File: src/rtl/serial_unadd.sv
// serial_unadd: bit-serial recovery of adder operand a = {cout,sum} - b - cin, LSB first.
// Optional macro UNADD_ERR_CHECK_EN enables the err (not representable) flag; otherwise err is 0.
`default_nettype none

module serial_unadd #(
   parameter int WIDTH = 4
) (
   input  logic             clk,
   input  logic             rst,
   input  logic             start,
   input  logic [WIDTH-1:0] sum,
   input  logic             cout,
   input  logic [WIDTH-1:0] b,
   input  logic             cin,
   output logic             busy,
   output logic             done,
   output logic [WIDTH-1:0] a,
   output logic             err
);

   localparam int CNT_W = $clog2(WIDTH + 1);

   typedef enum logic [1:0] {
      S_IDLE  = 2'd0,
      S_SHIFT = 2'd1,
      S_DONE  = 2'd2
   } state_t;

   state_t             state_q;
   logic [CNT_W-1:0]   cnt_q;
   logic [WIDTH:0]     m_q;
   logic [WIDTH:0]     s_q;
   logic [WIDTH:0]     r_q;
   logic               borrow_q;
   logic               busy_q;
   logic               done_q;
   logic [WIDTH-1:0]   a_q;
   logic               bit_d;
   logic               borrow_d;
`ifdef UNADD_ERR_CHECK_EN
   logic               err_q;
`endif

   // One full-subtractor slice per cycle.
   always_comb begin
      bit_d    = m_q[0] ^ s_q[0] ^ borrow_q;
      borrow_d = (~m_q[0] & s_q[0]) | (~m_q[0] & borrow_q) | (s_q[0] & borrow_q);
   end

   // Outputs are registered from the current state, so busy/done lag the state by one edge.
   always_ff @(posedge clk or posedge rst) begin
      if (rst) begin
         state_q  <= S_IDLE;
         cnt_q    <= '0;
         m_q      <= '0;
         s_q      <= '0;
         r_q      <= '0;
         borrow_q <= 1'b0;
         busy_q   <= 1'b0;
         done_q   <= 1'b0;
         a_q      <= '0;
`ifdef UNADD_ERR_CHECK_EN
         err_q    <= 1'b0;
`endif
      end else begin
         busy_q <= (state_q == S_SHIFT);
         done_q <= (state_q == S_DONE);
         case (state_q)
            S_IDLE: begin
               if (start) begin
                  m_q      <= {cout, sum};
                  s_q      <= {1'b0, b};
                  borrow_q <= cin;
                  cnt_q    <= '0;
                  r_q      <= '0;
                  state_q  <= S_SHIFT;
               end
            end
            S_SHIFT: begin
               r_q      <= {bit_d, r_q[WIDTH:1]};
               m_q      <= m_q >> 1;
               s_q      <= s_q >> 1;
               borrow_q <= borrow_d;
               cnt_q    <= cnt_q + CNT_W'(1);
               if (cnt_q == CNT_W'(WIDTH)) begin
                  state_q <= S_DONE;
               end
            end
            S_DONE: begin
               a_q     <= r_q[WIDTH-1:0];
`ifdef UNADD_ERR_CHECK_EN
               err_q   <= borrow_q | r_q[WIDTH];
`endif
               state_q <= S_IDLE;
            end
            default: begin
               state_q <= S_IDLE;
            end
         endcase
      end
   end

   assign busy = busy_q;
   assign done = done_q;
   assign a    = a_q;
`ifdef UNADD_ERR_CHECK_EN
   assign err  = err_q;
`else
   assign err  = 1'b0;
`endif

endmodule

`default_nettype wire

File: config.mk
export PLATFORM = sky130hd
export DESIGN_NAME = serial_unadd
export DESIGN_NICKNAME = d
export VERILOG_FILES = /design/src/rtl/serial_unadd.sv
export SDC_FILE = /design/constraint.sdc
export NUM_CORES = 1
export LEC_CHECK = 0
export ABC_AREA = 1
export BUFFER_PORTS_ARGS = -buffer_cell sky130_fd_sc_hd__clkbuf_2
export CAP_MARGIN = 20
export CORE_MARGIN = 3
export CORE_UTILIZATION = 49
export CTS_CLUSTER_DIAMETER = 120
export DETAILED_ROUTE_END_ITERATION = 10
export PLACE_DENSITY = 0.74
export SYNTH_ARGS = -nofsm -noshare
export SYNTH_HDL_FRONTEND = slang
export SYNTH_SLANG_ARGS = --single-unit
File: constraint.sdc
create_clock -name clk -period 1 [get_ports clk]
set_input_delay 0.05 -clock clk [delete_from_list [all_inputs] [get_ports clk]]
set_output_delay 0.05 -clock clk [all_outputs]
set_load 0.02 [all_outputs]
# After elaboration in Yosys (flattened, before gate mapping)
# Index checks and enable logic that the tools add are counted.
# classes
addsub	1
n_eq_ne	5
reduce_logical	4
mux	13
bitwise_logic	8
# ops
op	count
$pmux 5 s2	3
$mux 5	3
$pmux 3 s2	1
$mux 2	2
$pmux 2 s2	1
$reduce_and 2->1	2
$add 3x1->3 const B	1
$and 1x1->1	3
$eq 3x3->1 const B	1
$mux 3	1
$eq 2x1->1 const B	1
$eq 2x2->1 const B	1
$logic_not 2->1	1
$ne 2x1->1 const B	1
$ne 2x2->1 const B	1
$or 1x1->1	2
$pmux 1 s2	1
$reduce_bool 2->1	1
$xor 1x1->1	2
$mux 1	1
$not 1->1	1
# totals
wordCells	40
in_bits	13
ff_bits	27

# Depth between registers and ports, before layout
# Gate-level depths: netlist of run 1.
# depth
word_depth	5
ltp_mapped	7
ltp_nobuf	5

# Worst setup path after synthesis of run 1
# Ideal clock, no wire load.
# synth_timing
path_kind	reg2reg
start	reg m_q[0]
end	reg r_q[4]
path_slack_ns	-0.063
period_less_slack_ns	1.063
path_stages_with_launch	4
setup_ns	0.117
arrival_time_ns	0.946
path_buffers	0
path_cell_list	dfrtp_1 > fa_1 > nand2_1 > nand2_1
# synth_between
elab_chain_cells	3
# synth_rtl
element	line	source
from (decl)	31	logic [WIDTH:0] m_q;
from (signal assigned)	71	m_q <= {cout, sum};
from (signal assigned)	81	m_q <= m_q >> 1;
$xor 1x1->1 (2 in a row)	46	bit_d = m_q[0] ^ s_q[0] ^ borrow_q;
$pmux 5 s2	68	case (state_q)
to (signal assigned)	80	r_q <= {bit_d, r_q[WIDTH:1]};
to (decl)	33	logic [WIDTH:0] r_q;
# No other way between the ends.
# A chain may end at the register's enable or synchronous reset.

# Worst setup path after layout of run 1
# layout_timing
start	reg s_q[0]
end	reg r_q[4]
# layout_between
elab_chain_cells	3
# layout_rtl
element	line	source
from (decl)	32	logic [WIDTH:0] s_q;
from (signal assigned)	72	s_q <= {1'b0, b};
from (signal assigned)	82	s_q <= s_q >> 1;
$xor 1x1->1 (2 in a row)	46	
$pmux 5 s2	68	
# No other way between the ends.

==> results of run 1 <==
registers in the layout, indices dropped and copies added (netlist names):
register,flops
done,1
m_q,5
state_q,2
busy,1
r_q,5
a,4
cnt_q,3
s_q,4
borrow_q,1
power by group through the flow:
stage          Sequential, W  Combinational (W)  Clock [W]
6_report             0.00178            0.00323   0.000720
5_1_grt              0.00184            0.00354   0.000778
4_1_cts              0.00174            0.00262   0.000736
3_5_place_dp         0.00175            0.00212          0
3_3_place_gp         0.00174            0.00204          0
2_1_floorplan        0.00180            0.00147          0
layout make-up:
| cell class | instances | area [µm²] |
|---|---|---|
| Clock buffer | 3 | 22.5 |
| Tap cell | 28 | 35.0 |
| Timing Repair Buffer | 36 | 297 |
| Sequential cell | 26 | 652 |
| Multi-Input combinational cell | 85 | 614 |
| Clock inverter | 1 | 30.0 |
| Fill cell | 154 | 531 |
| Inverter | 29 | 116 |
routing by layer:
layer / up-vias / wire, µm
met5: - / 0
met4: 0 / 68
met3: 6 / 100
met2: 31 / 1580
met1: 521 / 1300
li1: 513 / -
logic make-up (layout without fill, tap and decap cells):
group                      Yosys count  count (layout)
adders and majority gates            3               3
AOI/OAI and AO/OA                   16              17
and+or+nand+nor                     63              64
other                                1               1
DFF                                 26              26
buffers and inverters               34              69
synth_stat cells, types with 2 or more instances:
cell type / instances
sky130_fd_sc_hd__o21ai_0: 12
sky130_fd_sc_hd__nand3_1: 16
sky130_fd_sc_hd__inv_1: 28
sky130_fd_sc_hd__dfrtp_1: 26
sky130_fd_sc_hd__buf_6: 2
sky130_fd_sc_hd__nand2_1: 41
sky130_fd_sc_hd__nand2_4: 2
sky130_fd_sc_hd__buf_4: 3
sky130_fd_sc_hd__o21ai_2: 4
sky130_fd_sc_hd__ha_1: 2
per-stage QoR:
stage	setup TNS, ns	hold slack, ns	instance area (µm²)	power (W)
6_report	-1.75	0.0206	1770	0.00573
5_1_grt	-3.26	0.0222	1770	0.00615
4_1_cts	-1.33	0.00313	1650	0.00510
3_5_place_dp	-1.00	0.105	1430	0.00387
3_3_place_gp	-0.494	0.0995	1430	0.00378
2_1_floorplan	-0.283	0.0900	1270	0.00327
worst max-delay path: cells and delay by family, from the launching register on:
kind / cells / cell delay (ns)
fa+ha+maj: 1 / 0.55
buf+inv: 1 / 0.05
flops: 1 / 0.39
simple gates: 2 / 0.11
how the worst max path moves through the flow:
| stage | endpoint | slack (ns) | cells after the start |
|---|---|---|---|
| after floorplan | r_q[4] | -0.04 | 4 |
| after global placement | r_q[4] | -0.09 | 4 |
| after CTS | r_q[4] | -0.14 | 4 |
| after global routing | r_q[4] | -0.20 | 4 |
| final | r_q[4] | -0.14 | 4 |
| after detailed placement | borrow_q | -0.11 | 5 |
timing repair:
action                     CTS  global route
hold buffers                 3             0
cloned                       3             0
setup endpoints to repair   23            24
hold endpoints to repair    28             0
pin swaps                    4            11
gates resized for setup     31            22
buffers inserted             1             2
==> impl_metrics.prom, run 1 <==
# TYPE chip_impl_metric gauge
chip_impl_info{name="status",value="finished, violations left"} 1
chip_impl_metric{name="die_w",unit="µm"} 56.0
chip_impl_metric{name="yosys.area_share.xor_xnor",unit="%"} 0
chip_impl_metric{name="clock_path_buffers",unit=""} 2
chip_impl_metric{name="finalNetCount",unit=""} 197
chip_impl_metric{name="io-pin-count",unit=""} 20
chip_impl_metric{name="power.share.combinational",unit="%"} 56.4
chip_impl_info{name="layout_commonest_cell",value="sky130_fd_sc_hd__nand2_1"} 1
chip_impl_metric{name="global_route.overflow_total",unit=""} 0
chip_impl_metric{name="met1_layer_usage_reported_by_global_route",unit="%"} 24.9
chip_impl_info{name="min_delay_worst_endpoint",value="s_q[2]"} 1
chip_impl_info{name="r2r_end",value="r_q[4]"} 1
chip_impl_metric{name="clock-sinks",unit=""} 26
chip_impl_metric{name="grt.total_usage",unit="%"} 20.1
chip_impl_info{name="hold_class",value="primary input to flip-flop"} 1
chip_impl_metric{name="dieArea",unit="µm²"} 3140
chip_impl_metric{name="first_pass_iters",unit=""} 5
chip_impl_info{name="synth_area_leaders",value="sky130_fd_sc_hd__dfrtp_1 53%, sky130_fd_sc_hd__nand2_1 13%, sky130_fd_sc_hd__inv_1 8.6%"} 1
chip_impl_metric{name="synthesis.area",unit="µm²"} 1230
chip_impl_metric{name="worst-r2r-cell-count",unit=""} 4
chip_impl_metric{name="ys_seq_area_share",unit="%"} 53.1
chip_impl_info{name="path_common_cell",value="sky130_fd_sc_hd__nand2_1"} 1
chip_impl_metric{name="largest_net_degree_at_the_start_of_global_routing",unit=""} 27
chip_impl_info{name="gr-max-usage-layer",value="met2"} 1
chip_impl_metric{name="clock_power_share",unit="%"} 12.6
chip_impl_metric{name="worst-endpoint-required",unit="ns"} 1.28
chip_impl_metric{name="p_leak",unit="nW"} 0.923
chip_impl_metric{name="detailedPlacementHpwl",unit="µm"} 1700
chip_impl_info{name="synth_top_family_by_area",value="simple AND/OR/NAND/NOR gates"} 1
chip_impl_metric{name="count_of_flip_flops_with_a_built_in_enable_after_synthesis",unit=""} 0
chip_impl_metric{name="synthDominantCellAreaShare",unit="%"} 53.1
chip_impl_metric{name="max_clk_rate",unit="GHz"} 0.875
chip_impl_metric{name="power_per_cell_area",unit="nW/µm²"} 3240
chip_impl_metric{name="port_buffers",unit=""} 18
chip_impl_metric{name="synth.distinct_cells",unit=""} 17
chip_impl_info{name="holdCritStartpoint",value="b[2]"} 1
chip_impl_info{name="critical_path.startpoint",value="s_q[0]"} 1
chip_impl_metric{name="clock_transition_at_path_regs",unit="ns"} 0.14
chip_impl_metric{name="seqPwrFrac",unit="%"} 31.0
chip_impl_info{name="cp-start-kind",value="flip-flop"} 1
chip_impl_info{name="synthDominantAreaCellType",value="sky130_fd_sc_hd__dfrtp_1"} 1
chip_impl_info{name="path_cells",value="inv_2 > fa_2 > nand2_1 > nand2_1"} 1
chip_impl_metric{name="finalWeightedCongestion",unit=""} 0.802
chip_impl_metric{name="synth_cells",unit=""} 143
chip_impl_metric{name="start_util",unit="%"} 53.4
chip_impl_info{name="synth_top_flop_cell",value="sky130_fd_sc_hd__dfrtp_1"} 1
chip_impl_info{name="cts_tree",value="built"} 1
chip_impl_metric{name="critical_path_peak_fanout",unit=""} 2
chip_impl_info{name="worst-setup-path-type",value="flip-flop to flip-flop"} 1
chip_impl_metric{name="ant_nets",unit=""} 0
chip_impl_metric{name="r2r_slack",unit="ns"} -0.14
chip_impl_info{name="layout_common_cells",value="31 x sky130_fd_sc_hd__nand2_1, 25 x sky130_fd_sc_hd__inv_1, 25 x sky130_fd_sc_hd__dfrtp_1, 18 x sky130_fd_sc_hd__clkbuf_2, 11 x sky130_fd_sc_hd__nand3_2"} 1
chip_impl_metric{name="finalSetupViolCount",unit=""} 23
chip_impl_metric{name="synth-compound-area-share",unit="%"} 7.76
chip_impl_metric{name="layoutNonFillerInstCount",unit=""} 208
chip_impl_metric{name="final_layout_size_suffix_gt1_share",unit="%"} 45.0
chip_impl_metric{name="clock_tree_skew_after_final_layout",unit="ns"} 0.00504
chip_impl_metric{name="antenna_cells_inserted",unit=""} 0
chip_impl_metric{name="final_max_slew_viol_count",unit=""} 0
chip_impl_metric{name="placed_cells",unit=""} 195
chip_impl_info{name="crit_path_top_delay_cell",value="sky130_fd_sc_hd__fa_2"} 1
chip_impl_metric{name="synthArstFlopShare",unit="%"} 100
chip_impl_metric{name="sw_frac_of_total",unit="%"} 42.1
chip_impl_info{name="clk_root_buffer_cell",value="sky130_fd_sc_hd__clkbuf_4"} 1
chip_impl_metric{name="max_cap_viol_count",unit=""} 0
chip_impl_metric{name="yosys-mux-area-fraction",unit="%"} 0
chip_impl_metric{name="grt_pass1_wl",unit="µm"} 4980
chip_impl_metric{name="ys_warn_count",unit=""} 0
chip_impl_metric{name="post-place-ws",unit="ns"} -0.112
chip_impl_metric{name="yosys_reg_bits",unit=""} 26
chip_impl_metric{name="whs_path_depth",unit=""} 5
chip_impl_metric{name="postSynthAreaPerCell",unit="µm²"} 8.57
chip_impl_metric{name="route.vias.total",unit=""} 1071
chip_impl_metric{name="switching_power",unit="W"} 0.00241
chip_impl_metric{name="postSynthNetCount",unit=""} 159
chip_impl_metric{name="share_of_the_clock_period_used_by_the_worst_path_after_layout",unit="%"} 114
chip_impl_info{name="regToRegStartpoint",value="s_q[0]"} 1
chip_impl_metric{name="utilization_after_layout",unit="%"} 76.9
chip_impl_metric{name="max_stage_delay",unit="ns"} 0.55
chip_impl_metric{name="areaGrowthSynthToFinish",unit="%"} 44.1
chip_impl_metric{name="vias_in_the_first_global_route",unit=""} 1059
chip_impl_metric{name="post_synth_adder_cell_area",unit="%"} 3.67
chip_impl_metric{name="tritoncts.num_buffers",unit=""} 3
chip_impl_metric{name="antenna_found_initial",unit=""} 0
chip_impl_metric{name="grt_util_met2",unit="%"} 36.2
chip_impl_metric{name="cellInternalPower",unit="W"} 0.00332
chip_impl_metric{name="clock_latency",unit="ns"} 0.32
chip_impl_metric{name="fp.dieH",unit="µm"} 56.0
chip_impl_metric{name="final_critical_path_setup_slack",unit="ns"} -0.142
chip_impl_metric{name="min_period",unit="ns"} 1.14
chip_impl_info{name="grt_setup_unrepaired",value="true"} 1
chip_impl_metric{name="core",unit="µm²"} 2300
chip_impl_metric{name="routedWlPerCell",unit="µm"} 14.6
chip_impl_metric{name="global_route_track_usage_on_met3",unit="%"} 2.09
chip_impl_info{name="violations",value="negative setup slack"} 1
chip_impl_metric{name="floorplan.rows",unit=""} 17
chip_impl_metric{name="crit_path_arrival_time",unit="ns"} 1.42
chip_impl_info{name="crit_path_end_kind",value="flip-flop"} 1
chip_impl_metric{name="via_per_inst",unit=""} 5.15
chip_impl_metric{name="ir_worst_vdd",unit="mV"} 2.23
chip_impl_metric{name="detail_route.drc_violations",unit=""} 0
chip_impl_metric{name="area_share_of_and_or_nand_nor_cells_after_synthesis",unit="%"} 22.7
chip_impl_metric{name="final_hold_viol_count",unit=""} 0
chip_impl_metric{name="finalWirelength",unit="µm"} 3050
chip_impl_metric{name="htree_levels",unit=""} 1
chip_impl_metric{name="initialDrtViolationCount",unit=""} 30
No activity file was read; power rests on OpenSTA's default activity.
==> run 2: changes to the inputs <==
CORE_UTILIZATION = 50   (was 49)
PLACE_DENSITY = 0.72   (was 0.74)
clock period = 1.1 ns   (was 1 ns; I/O delays follow)
==> impl_metrics.prom, run 2 (synthesis results as in run 1) <==
# TYPE chip_impl_metric gauge
chip_impl_info{name="layout_common_cells",value="30 x sky130_fd_sc_hd__nand2_1, 25 x sky130_fd_sc_hd__inv_1, 25 x sky130_fd_sc_hd__dfrtp_1, 18 x sky130_fd_sc_hd__clkbuf_2"} 1
chip_impl_metric{name="vias_in_the_first_global_route",unit=""} 964
chip_impl_info{name="clk_root_buffer_cell",value="sky130_fd_sc_hd__clkbuf_4"} 1
chip_impl_metric{name="grt.total_usage",unit="%"} 15.5
chip_impl_metric{name="clock_latency",unit="ns"} 0.32
chip_impl_metric{name="largest_net_degree_at_the_start_of_global_routing",unit=""} 27
chip_impl_metric{name="ir_worst_vdd",unit="mV"} 1.65
chip_impl_metric{name="power_per_cell_area",unit="nW/µm²"} 2740
chip_impl_metric{name="fp.dieH",unit="µm"} 55.5
chip_impl_metric{name="die_w",unit="µm"} 55.5
chip_impl_metric{name="finalWeightedCongestion",unit=""} 0.766
chip_impl_info{name="layout_commonest_cell",value="sky130_fd_sc_hd__nand2_1"} 1
chip_impl_metric{name="max_cap_viol_count",unit=""} 0
chip_impl_info{name="r2r_end",value="r_q[4]"} 1
chip_impl_metric{name="min_period",unit="ns"} 1.15
chip_impl_metric{name="final_critical_path_setup_slack",unit="ns"} -0.0459
chip_impl_metric{name="via_per_inst",unit=""} 4.96
chip_impl_metric{name="clock_transition_at_path_regs",unit="ns"} 0.14
chip_impl_metric{name="htree_levels",unit=""} 1
chip_impl_metric{name="final_max_slew_viol_count",unit=""} 0
chip_impl_info{name="violations",value="negative setup slack"} 1
chip_impl_metric{name="antenna_found_initial",unit=""} 0
chip_impl_metric{name="routedWlPerCell",unit="µm"} 12.1
chip_impl_info{name="cts_tree",value="built"} 1
chip_impl_metric{name="critical_path_peak_fanout",unit=""} 2
chip_impl_info{name="hold_class",value="primary input to flip-flop"} 1
chip_impl_metric{name="dieArea",unit="µm²"} 3080
chip_impl_metric{name="utilization_after_layout",unit="%"} 70.9
chip_impl_metric{name="clock_path_buffers",unit=""} 2
chip_impl_metric{name="detailedPlacementHpwl",unit="µm"} 1690
chip_impl_metric{name="finalSetupViolCount",unit=""} 6
chip_impl_metric{name="final_hold_viol_count",unit=""} 0
chip_impl_info{name="crit_path_end_kind",value="flip-flop"} 1
chip_impl_info{name="holdCritStartpoint",value="sum[2]"} 1
chip_impl_metric{name="route.vias.total",unit=""} 1017
chip_impl_metric{name="placed_cells",unit=""} 195
chip_impl_metric{name="final_layout_size_suffix_gt1_share",unit="%"} 39.5
chip_impl_metric{name="worst-endpoint-required",unit="ns"} 1.37
chip_impl_metric{name="io-pin-count",unit=""} 20
chip_impl_info{name="top_regs",value="m_q: 5 flops, r_q: 5 flops"} 1
chip_impl_metric{name="floorplan.rows",unit=""} 17
chip_impl_info{name="cp-start-kind",value="flip-flop"} 1
chip_impl_metric{name="initialDrtViolationCount",unit=""} 23
chip_impl_metric{name="tritoncts.num_buffers",unit=""} 3
chip_impl_metric{name="worst-r2r-cell-count",unit=""} 4
chip_impl_metric{name="global_route.overflow_total",unit=""} 0
chip_impl_info{name="crit_path_top_delay_cell",value="sky130_fd_sc_hd__fa_2"} 1
chip_impl_metric{name="port_buffers",unit=""} 18
chip_impl_info{name="min_delay_worst_endpoint",value="m_q[2]"} 1
chip_impl_info{name="worst-setup-path-type",value="flip-flop to flip-flop"} 1
chip_impl_metric{name="share_of_the_clock_period_used_by_the_worst_path_after_layout",unit="%"} 104
chip_impl_metric{name="start_util",unit="%"} 53.9
chip_impl_metric{name="whs_path_depth",unit=""} 3
chip_impl_metric{name="first_pass_iters",unit=""} 4
chip_impl_info{name="path_common_cell",value="sky130_fd_sc_hd__nand2_1"} 1
chip_impl_metric{name="ant_nets",unit=""} 0
chip_impl_info{name="grt_setup_unrepaired",value="true"} 1
chip_impl_metric{name="finalNetCount",unit=""} 194
chip_impl_metric{name="max_clk_rate",unit="GHz"} 0.873
chip_impl_metric{name="layoutNonFillerInstCount",unit=""} 205
chip_impl_metric{name="core",unit="µm²"} 2280
chip_impl_metric{name="antenna_cells_inserted",unit=""} 0
chip_impl_metric{name="crit_path_arrival_time",unit="ns"} 1.42
chip_impl_info{name="regToRegStartpoint",value="borrow_q"} 1
chip_impl_metric{name="detail_route.drc_violations",unit=""} 0
chip_impl_metric{name="r2r_slack",unit="ns"} -0.05
chip_impl_metric{name="clock-sinks",unit=""} 26
chip_impl_info{name="status",value="finished, violations left"} 1
chip_impl_info{name="path_cells",value="inv_2 > fa_2 > nand2_1 > nand2_1"} 1
chip_impl_metric{name="grt_pass1_wl",unit="µm"} 3910
chip_impl_metric{name="clock_tree_skew_after_final_layout",unit="ns"} 0.00285
chip_impl_metric{name="p_leak",unit="nW"} 0.876
chip_impl_metric{name="max_stage_delay",unit="ns"} 0.55
chip_impl_metric{name="finalWirelength",unit="µm"} 2490
chip_impl_metric{name="areaGrowthSynthToFinish",unit="%"} 31.5
[run 2: worst max path at each step]
stage                   from        to  cells after the start
floorplan             m_q[0]    r_q[4]                      3
global placement      m_q[0]  borrow_q                      4
detailed placement    m_q[0]  borrow_q                      4
CTS                 borrow_q    r_q[4]                      4
global route        borrow_q    r_q[4]                      4
finish              borrow_q    r_q[4]                      4
[run 2: stage by stage]
step / instance area [µm²] / setup TNS [ns] / hold WS [ns] / setup WS [ns] / power [W]
after floorplan: 1230 / 0 / 0.0950 / 0.0372 / 0.00284
after global placement: 1390 / 0 / 0.104 / 0.0136 / 0.00330
after detailed placement: 1390 / -0.0456 / 0.106 / -0.0330 / 0.00340
after CTS: 1460 / -0.0745 / 0.0187 / -0.0575 / 0.00389
after global routing: 1610 / -0.855 / 0.0352 / -0.0906 / 0.00477
final: 1610 / -0.0969 / 0.00983 / -0.0459 / 0.00442
[run 2: area by class of cell]
type | instances | area [µm²]
Clock buffer | 4 | 36.3
Fill cell | 170 | 663
Inverter | 29 | 116
Multi-Input combinational cell | 83 | 529
Sequential cell | 26 | 652
Tap cell | 28 | 35.0
Timing Repair Buffer | 35 | 244
[run 2: repair_timing]
action                                  CTS  global route
pin swaps                                 3             9
endpoints found under the hold margin    28             0
gates resized for setup                   3            41
hold buffers                              3             0
setup buffers                             0             3
endpoints found under the setup margin    5            22
[run 2: critical path, delay by kind of cell (launching register included)]
kind / cells / cell delay (ns)
flip-flops: 1 / 0.40
AND/OR/NAND/NOR: 2 / 0.09
buffers and inverters: 1 / 0.05
adder cells (fa/ha/maj): 1 / 0.55
[run 2: per-layer routing]
| metal | routed length (µm) | track usage [%] | vias to the layer above | part of all wire (%) |
|---|---|---|---|---|
| met4 | 26 | 4.17 | 0 | 1.0 |
| met5 | 0 | 0 | - | 0 |
| met1 | 1110 | 18.1 | 498 | 44 |
| met3 | 84 | 2.57 | 2 | 3.4 |
| met2 | 1270 | 28.9 | 18 | 51 |
| li1 | - | - | 499 | - |
[run 2: power by group]
part           switching [W]  internal [W]  total, W
Combinational        0.00131      0.000996   0.00231
Clock               0.000283      0.000202  0.000485
Sequential          0.000262       0.00136   0.00162
Total                0.00186       0.00256   0.00442
==> run 3: changes to the inputs <==
--- a/config.mk
+++ b/config.mk
@@ -15,2 +15,3 @@
 export PLACE_DENSITY = 0.72
+export SKIP_LAST_GASP = 1
 export SYNTH_ARGS = -nofsm -noshare
==> constraint.sdc (replaced) <==
create_clock -name clk -period 1.4 [get_ports clk]
set_input_delay 0.21 -clock clk [delete_from_list [all_inputs] [get_ports clk]]
set_output_delay 0.21 -clock clk [all_outputs]
set_load 0.02 [all_outputs]
==> impl_metrics.prom, run 3 (synthesis results as in run 1) <==
# TYPE chip_impl_metric gauge
chip_impl_info{name="status",value="completed"} 1
chip_impl_info{name="worst-setup-path-type",value="flip-flop to flip-flop"} 1
chip_impl_metric{name="ant_nets",unit=""} 0
chip_impl_metric{name="detailedPlacementHpwl",unit="µm"} 1630
chip_impl_metric{name="finalSetupViolCount",unit=""} 0
chip_impl_metric{name="max_clk_rate",unit="GHz"} 0.816
chip_impl_metric{name="antenna_found_initial",unit=""} 0
chip_impl_metric{name="htree_levels",unit=""} 1
chip_impl_metric{name="fin_hold_ws",unit="ns"} 0.0881
chip_impl_info{name="cp-start-kind",value="flip-flop"} 1
chip_impl_metric{name="clock-sinks",unit=""} 26
chip_impl_metric{name="ir_worst_vdd",unit="mV"} 1.27
chip_impl_metric{name="first_pass_iters",unit=""} 4
chip_impl_metric{name="tritoncts.num_buffers",unit=""} 3
chip_impl_metric{name="clock_transition_at_path_regs",unit="ns"} 0.14
chip_impl_metric{name="dieArea",unit="µm²"} 3080
chip_impl_metric{name="port_buffers",unit=""} 18
chip_impl_metric{name="max_cap_viol_count",unit=""} 0
chip_impl_metric{name="areaGrowthSynthToFinish",unit="%"} 14.7
chip_impl_metric{name="share_of_the_clock_period_used_by_the_worst_path_after_layout",unit="%"} 87.5
chip_impl_metric{name="detail_route.drc_violations",unit=""} 0
chip_impl_info{name="cts_tree",value="built"} 1
chip_impl_metric{name="clock_path_buffers",unit=""} 2
chip_impl_info{name="crit_path_end_kind",value="flip-flop"} 1
chip_impl_metric{name="critical_path_peak_fanout",unit=""} 9
chip_impl_metric{name="post_cts_resize_count",unit=""} 0
chip_impl_info{name="hold_class",value="primary input to flip-flop"} 1
chip_impl_metric{name="finalWirelength",unit="µm"} 2260
chip_impl_metric{name="via_per_inst",unit=""} 4.93
chip_impl_info{name="grt_setup_unrepaired",value="false"} 1
chip_impl_metric{name="largest_net_degree_at_the_start_of_global_routing",unit=""} 27
chip_impl_metric{name="finalWeightedCongestion",unit=""} 0.831
chip_impl_metric{name="antenna_cells_inserted",unit=""} 0
chip_impl_metric{name="io-pin-count",unit=""} 20
chip_impl_metric{name="max_stage_delay",unit="ns"} 0.50
chip_impl_metric{name="p_leak",unit="nW"} 0.790
chip_impl_metric{name="grt.total_usage",unit="%"} 17.1
chip_impl_metric{name="core",unit="µm²"} 2280
chip_impl_metric{name="global_route.overflow_total",unit=""} 0
chip_impl_metric{name="die_w",unit="µm"} 55.5
chip_impl_info{name="clk_root_buffer_cell",value="sky130_fd_sc_hd__clkbuf_4"} 1
chip_impl_metric{name="initialDrtViolationCount",unit=""} 25
chip_impl_metric{name="vias_in_the_first_global_route",unit=""} 938
chip_impl_metric{name="min_period",unit="ns"} 1.23
chip_impl_metric{name="cts.repair_timing.setup_buffer_count",unit=""} 0
chip_impl_metric{name="clock_latency",unit="ns"} 0.33
chip_impl_metric{name="floorplan.rows",unit=""} 17
chip_impl_info{name="layout_commonest_cell",value="sky130_fd_sc_hd__nand2_1"} 1
chip_impl_metric{name="dpl_cell_area",unit="µm²"} 1340
chip_impl_info{name="top_regs",value="m_q: 5 flops, r_q: 5 flops"} 1
chip_impl_metric{name="worst-endpoint-required",unit="ns"} 1.66
chip_impl_metric{name="routedWlPerCell",unit="µm"} 11.6
chip_impl_metric{name="grt_pass1_wl",unit="µm"} 4180
chip_impl_metric{name="crit_path_arrival_time",unit="ns"} 1.48
chip_impl_metric{name="final_max_slew_viol_count",unit=""} 0
chip_impl_info{name="layout_common_cells",value="41 x sky130_fd_sc_hd__nand2_1, 28 x sky130_fd_sc_hd__inv_1, 26 x sky130_fd_sc_hd__dfrtp_1, 18 x sky130_fd_sc_hd__clkbuf_2, 16 x sky130_fd_sc_hd__nand3_1"} 1
chip_impl_metric{name="finalSetupTns",unit="ns"} 0
chip_impl_info{name="crit_path_top_delay_cell",value="sky130_fd_sc_hd__dfrtp_1"} 1
chip_impl_metric{name="final_layout_size_suffix_gt1_share",unit="%"} 21.1
chip_impl_metric{name="finalNetCount",unit=""} 183
chip_impl_metric{name="finish.instance_area",unit="µm²"} 1410
chip_impl_metric{name="power_per_cell_area",unit="nW/µm²"} 2180
chip_impl_metric{name="final_hold_viol_count",unit=""} 0
chip_impl_info{name="path_cells",value="buf_4 > inv_1 > nand2_1 > o21ai_0"} 1
chip_impl_metric{name="utilization_after_layout",unit="%"} 61.8
chip_impl_metric{name="clock_tree_skew_after_final_layout",unit="ns"} 0.0107
chip_impl_metric{name="fp.dieH",unit="µm"} 55.5
chip_impl_metric{name="start_util",unit="%"} 53.9
chip_impl_metric{name="route.vias.total",unit=""} 957
==> run 3: changes by cell type in the layout (fill, tap and decap cells not counted), moves of 5 or more <==
| cell | previous run | this run |
|---|---|---|
| sky130_fd_sc_hd__buf_4 | 10 | 5 |
| sky130_fd_sc_hd__o21ai_1 | 6 | 0 |
| sky130_fd_sc_hd__nand3_2 | 10 | 0 |
| sky130_fd_sc_hd__nand3_1 | 6 | 16 |
| sky130_fd_sc_hd__o21ai_0 | 6 | 12 |
| sky130_fd_sc_hd__nand2_2 | 10 | 1 |
| sky130_fd_sc_hd__nand2_1 | 30 | 41 |
==> run 3: what timing repair did <==
| action | 4_1_cts | 5_1_grt |
|---|---|---|
| endpoints found under the setup margin | 0 | 0 |
| hold endpoints to repair | 26 | 0 |
| hold buffers | 1 | 0 |
==> run 3: where the power goes <==
group | switching, W | internal, W
clock network | 0.000226 | 0.000290
logic | 0.000812 | 0.000488
registers | 0.000183 | 0.00107
==> run 3: path summary, 6_finish.rpt <==
path / start / to / slack (ns) / cells after the start
max reg2reg: state_q[0] / a[0] / 0.17 / 4
min reg2reg: borrow_q / borrow_q / 0.49 / 2
min: b[3] / s_q[3] / 0.09 / 3
max in group asynchronous: rst / m_q[4] / 0.71 / 4
max: state_q[0] / a[0] / 0.17 / 4
min in group asynchronous: rst / m_q[0] / 0.44 / 4
==> run 3: per-layer routing <==
metal / routed length (µm) / track usage (%) / part of all wire, % / vias to the layer above
met5: 0 / 0 / 0 / -
met4: 41 / 6.25 / 1.8 / 0
met3: 113 / 5.14 / 5.0 / 4
met2: 1120 / 27.7 / 50 / 21
met1: 977 / 21.5 / 43 / 451
li1: - / - / - / 481
==> run 3: worst max-delay path: cells and delay by family, from the launching register on <==
kind / cells / cell delay, ns
and+or+nand+nor: 1 / 0.17
buffers and inverters: 2 / 0.28
DFF: 1 / 0.50
AOI/OAI and AO/OA: 1 / 0.22
==> run 3: cell type report <==
cell class	count	area, µm²
tap	28	35.0
fill	203	870
multi-input combinational	83	422
timing repair buffer	24	138
clock inverter	1	30.0
clock buffer	3	22.5
inverter	29	109
sequential	26	651
==> run 3: through the flow <==
step / total power, W / cells / setup slack (ns)
CTS: 0.00309 / 194 / 0.172
floorplan: 0.00223 / 143 / 0.337
finish: 0.00307 / 194 / 0.175
detailed placement: 0.00256 / 189 / 0.185
global placement: 0.00250 / 189 / 0.231
global route: 0.00337 / 194 / 0.0582
